[config.mk]
export PLATFORM = sky130hd
export DESIGN_NAME = vote_tally
export DESIGN_NICKNAME = d
export VERILOG_FILES = /design/src/rtl/vote_tally.sv
export SDC_FILE = /design/constraint.sdc
export NUM_CORES = 1
export LEC_CHECK = 0
export ABC_AREA = 1
export BUFFER_PORTS_ARGS = -buffer_cell sky130_fd_sc_hd__buf_2
export CORE_MARGIN = 2
export CORE_UTILIZATION = 55
export CTS_BUF_LIST = sky130_fd_sc_hd__clkbuf_8
export CTS_CLUSTER_DIAMETER = 200
export CTS_CLUSTER_SIZE = 16
export DETAILED_ROUTE_END_ITERATION = 7
export PLACE_DENSITY_LB_ADDON = 0.12
export SKIP_CTS_REPAIR_TIMING = 1
export SYNTH_ARGS = -nofsm -noshare
export SYNTH_HDL_FRONTEND = slang
export SYNTH_SLANG_ARGS = --single-unit
[constraint.sdc]
create_clock -name clk -period 2.5 [get_ports clk]
set_input_delay 0.25 -clock clk [delete_from_list [all_inputs] [get_ports clk]]
set_output_delay 0.25 -clock clk [all_outputs]
set_load 0.005 [all_outputs]
[src/rtl/vote_tally.sv]
// Session-based ballot counter: opens on start, tallies one ballot per
// voter, closes on request, when everyone has voted, or on timeout.
module vote_tally #(
  parameter int N       = 4,
  parameter int QUORUM  = 3,
  parameter int TIMEOUT = 16,
  localparam int CW     = $clog2(N+1)
) (
  input  logic          clk,
  input  logic          rst_n,
  input  logic          start,
  input  logic [N-1:0]  I,
  input  logic [N-1:0]  V,
  input  logic          close,
  output logic [CW-1:0] O_yes,
  output logic [CW-1:0] O_cast,
  output logic          O_busy,
  output logic          O_done,
  output logic          O_pass,
  output logic          O_reject,
  output logic          O_tie,
  output logic          O_noq
);

  localparam int TW = (TIMEOUT > 1) ? $clog2(TIMEOUT) : 1;
  localparam logic [TW-1:0] TLAST = TW'(TIMEOUT-1);
  localparam logic [CW-1:0] QW    = CW'(QUORUM);

  typedef enum logic [1:0] {IDLE, OPEN, DONE} state_t;

  state_t        state_q, state_d;
  logic [N-1:0]  mask_q, mask_d;
  logic [TW-1:0] timer_q, timer_d;
  logic [CW-1:0] yes_q, yes_d;
  logic [CW-1:0] cast_q, cast_d;
  logic          res_vld_q, res_vld_d;
  logic [N-1:0]  acc;

  function automatic logic [CW-1:0] popcnt(input logic [N-1:0] x);
    logic [CW-1:0] s;
    s = '0;
    for (int i = 0; i < N; i++) s = s + CW'(x[i]);
    return s;
  endfunction

  always_comb begin
    state_d   = state_q;
    mask_d    = mask_q;
    timer_d   = timer_q;
    yes_d     = yes_q;
    cast_d    = cast_q;
    res_vld_d = res_vld_q;
    acc       = I & ~mask_q;
    unique case (state_q)
      IDLE: begin
        if (start) begin
          state_d   = OPEN;
          mask_d    = '0;
          timer_d   = '0;
          yes_d     = '0;
          cast_d    = '0;
          res_vld_d = 1'b0;
        end
      end
      OPEN: begin
        yes_d   = yes_q + popcnt(acc & V);
        cast_d  = cast_q + popcnt(acc);
        mask_d  = mask_q | acc;
        timer_d = timer_q + 1'b1;
        // Ballots landing on the closing edge still count.
        if (close || (&(mask_q | acc)) || timer_q == TLAST) begin
          state_d   = DONE;
          res_vld_d = 1'b1;
        end
      end
      DONE:    state_d = IDLE;
      default: state_d = IDLE;
    endcase
  end

  always_ff @(posedge clk or negedge rst_n) begin
    if (!rst_n) begin
      state_q   <= IDLE;
      mask_q    <= '0;
      timer_q   <= '0;
      yes_q     <= '0;
      cast_q    <= '0;
      res_vld_q <= 1'b0;
    end else begin
      state_q   <= state_d;
      mask_q    <= mask_d;
      timer_q   <= timer_d;
      yes_q     <= yes_d;
      cast_q    <= cast_d;
      res_vld_q <= res_vld_d;
    end
  end

  always_comb begin
    O_pass   = 1'b0;
    O_reject = 1'b0;
    O_tie    = 1'b0;
    O_noq    = 1'b0;
    if (res_vld_q) begin
      if (cast_q < QW) begin
        O_noq = 1'b1;
      end else begin
        O_pass   = {yes_q, 1'b0} >  {1'b0, cast_q};
        O_tie    = {yes_q, 1'b0} == {1'b0, cast_q};
        O_reject = {yes_q, 1'b0} <  {1'b0, cast_q};
      end
    end
  end

  assign O_yes  = yes_q;
  assign O_cast = cast_q;
  assign O_busy = (state_q == OPEN);
  assign O_done = (state_q == DONE);

endmodule
==> summary.txt <==
Run status
  – Status: finished clean

Min path
  – Hold Path Depth: 3
  – Worst Hold Launch: I[3]
  – Worst Hold Endpoint: mask_q[3]$_DFFE_PN0P_
  – Worst Hold Class: in2reg

Placed design
  – Final GP Congestion: 0.809
  – DP Area: 1160 um^2
  – Port-buffer cells: 23
  – Placed insts: 169
  – HPWL after DPL: 1660 um

Detailed routing
  – Met2 routed WL: 1080 um
  – First drt pass iteration count: 4
  – First DRT Iteration DRCs: 22
  – Avg Vias per Cell: 4.97
  – Final routed DRC violation total: 0
  – Met1 wire length: 895 um
  – Via count: 865
  – WL final: 2120 um
  – DR top layer: met4
  – Antenna-violating nets left: 0
  – Wire length on met3: 112 um
  – Routed len/inst: 12.2 um

Timing
  – Hold Violations, Final: 0
  – Minimum clock period: between 2000 and 2500 ps
  – Clock Skews: 0.490 ps
  – # setup viols final: 0
  – Worst rel slew slack: 0.737
  – Slew Limit Fails: 0
  – Worst hold slack: roughly 300 ps
  – Fmax: 0.420 GHz
  – Setup TNS: 0 ps
  – Worst-margin pin slew: 394 ps
  – Period utilisation layout: 0.953
  – RSZ-0062 raised after global routing: false

Cells and area
  – Fillers: 144
  – Diode count: 0
  – Area grow syn2layout: 18.6%
  – Nets@finish: ~170
  – Post-route insts no fill: 174
  – Share of layout cells above drive strength 1: 0.201
  – Post-layout util: 0.694
  – Finished layout cell area: roughly 1200 um^2

Power and ir drop
  – Switching Power: 0.593 mW
  – Comb pwr share: 0.493
  – Part of the power in registers: 0.359
  – Power share of the clock group: 0.149
  – VDD IR max: roughly 0.72 mV
  – Pleak: 0.670 nW
  – P per Cell Area: around 1100 nW/um^2
  – Switching Fraction: 0.439
  – P_int: 0.757 mW

Die
  – Die footprint: 2220 um^2
  – Std-Cell Rows: 15
  – Die height: 47.1 um
  – Chip Width: 47.1 um
  – Initial core utilization: 0.585
  – Total I/O pin count: 24
  – Core area: between 1500 and 2000 um^2

Critical path
  – Worst setup EP type: flop
  – Setup CP Type: reg2reg
  – CP required: 2650 ps
  – FF-to-FF End: O_yes[1]$_DFFE_PN0P_
  – Reg2Reg Depth: 8
  – Critical Path Start Type: flop
  – Cell family with most CP delay: adder cells
  – CP Cell Sequence: nor2_1 -> nand2_1 -> fa_1 -> fa_1 -> inv_1 -> fa_1 -> nand2_1 -> nand2_1
  – Crit-path slowest cell: fa_1
  – R2R Setup Slk: 120 ps
  – Worst Path Max Fanout: 3
  – Crit path buffers/inverters: 1
  – R2r startpoint: mask_q[1]$_DFFE_PN0P_
  – Worst path max stage delay: approximately 510 ps
  – Worst Path Arrival: approximately 2500 ps

GRT
  – Global Route Usage Sum: 0.233
  – Largest net degree at the start of global routing: 18
  – First-pass GRT wire length: approximately 3500 um
  – Antenna violations before repair: 0
  – Total grt overflow: 0
  – Vias in the first global route: around 860

Synth
  – Distinct cell type count of the synthesized netlist: 16
  – Syn Inst Count: about 120
  – FF+latch count, synth: 17
  – Synth warn: 0
  – Register area share after synthesis: 0.417
  – Post-Syn Area per Cell: 8.37 um^2
  – Synthesized Nets: 143
  – Post-synthesis cell area: 1020 um^2

Flow run
  – Max capacitance violation total: 0

Clock network
  – Worst-Skew Late Latency: about 250 ps
  – CTS Buf Count: 3
  – TritonCTS clock tree: done
  – Root Driver: clkbuf_8
  – Maximum root-to-sink buffer count: 2
  – Clock Sinks: 17
  – Clock Pin Slew Worst Setup and Hold Paths: 60 ps
  – H-tree Lvls: 1
Yosys cell counts:
master | instances | area [um^2]
inv_1 | 24 | 90.1
nand2_1 | 19 | 71.3
nor2_1 | 19 | 71.3
dfrtp_1 | 17 | 425
nand3_1 | 9 | 45.0
o21ai_0 | 9 | 45.0
fa_1 | 6 | 120
a21oi_1 | 5 | 25.0
o22ai_1 | 4 | 25.0
ha_1 | 3 | 37.5
nand2_2 | 2 | 12.5
buf_6 | 1 | 11.3
mux2i_1 | 1 | 10.0
nand2_4 | 1 | 11.3
nor2_4 | 1 | 11.3
xnor2_1 | 1 | 8.76
state kept, by name, summed over array words and instances, names as in the netlist:
register and flops:
state_q 2, timer_q 4, O_yes 3, res_vld_q 1
O_cast 3, mask_q 4
stage by stage:
step                power [mW]  setup WS (ps)
floorplan                0.958            274
global placement          1.12            205
detailed placement        1.16            121
CTS                       1.36           99.9
global route              1.49           19.0
finish                    1.35            119
metal layers:
| metal | GRT usage | vias up |
|---|---|---|
| li1 | - | 432 |
| met1 | 0.281 | 396 |
| met2 | 0.414 | 32 |
| met3 | 0.0462 | 5 |
| met4 | 0.0833 | 0 |
| met5 | 0 | - |
power groups by stage:
stage                     Sequential [mW]  Clock [mW]  Combinational (mW)
final                               0.484       0.201               0.665
after global routing                0.500       0.215               0.779
after CTS                           0.483       0.203               0.675
after detailed placement            0.488           0               0.671
after global placement              0.482           0               0.637
after floorplan                     0.473           0               0.486
worst max path at each step:
stage	to	start	depth (start not counted)
CTS	O_yes[1]$_DFFE_PN0P_	mask_q[1]$_DFFE_PN0P_	8
floorplan	O_yes[1]$_DFFE_PN0P_	mask_q[1]$_DFFE_PN0P_	8
finish	O_yes[1]$_DFFE_PN0P_	mask_q[1]$_DFFE_PN0P_	8
global route	O_yes[1]$_DFFE_PN0P_	mask_q[1]$_DFFE_PN0P_	8
global placement	O_yes[1]$_DFFE_PN0P_	mask_q[1]$_DFFE_PN0P_	8
detailed placement	O_yes[1]$_DFFE_PN0P_	mask_q[1]$_DFFE_PN0P_	8
layout make-up:
class                      instances  area, um^2  share of cell area
multi-input combinational         80         494               0.408
sequential                        17         425               0.351
timing repair buffer              24         125               0.103
inverter                          24        90.1              0.0744
clock buffer                       3        41.3              0.0341
tap                               25        31.3              0.0258
clock inverter                     1        3.75             0.00310
tightest hold or removal path, cell delays in order:
cell and delay [ps]:
buf_2 90, nor2_1 40, o21ai_0 140
kinds of logic after synthesis:
family | synth area share
buffers and inverters | 0.0993
xor gates and xnor gates | 0.00858
and+or+nand+nor | 0.218
AOI/OAI and AO/OA | 0.0931
muxes | 0.00980
adders and majority gates | 0.154
DFF | 0.417
cell usage in the layout (no fill, tap or decap):
| master | count |
|---|---|
| inv_1 | 25 |
| buf_2 | 23 |
| nor2_1 | 19 |
| nand2_1 | 19 |
| dfrtp_1 | 17 |
| nand3_1 | 9 |
| o21ai_0 | 9 |
| fa_1 | 6 |
| a21oi_1 | 5 |
| o22ai_1 | 4 |
| ha_1 | 3 |
| clkbuf_8 | 3 |
| nand2_2 | 2 |
| nand2_4 | 1 |
| mux2i_1 | 1 |
| nor2_4 | 1 |
| xnor2_1 | 1 |
| dlygate4sd3_1 | 1 |
Note: power is estimated with default switching activity, not from simulation.
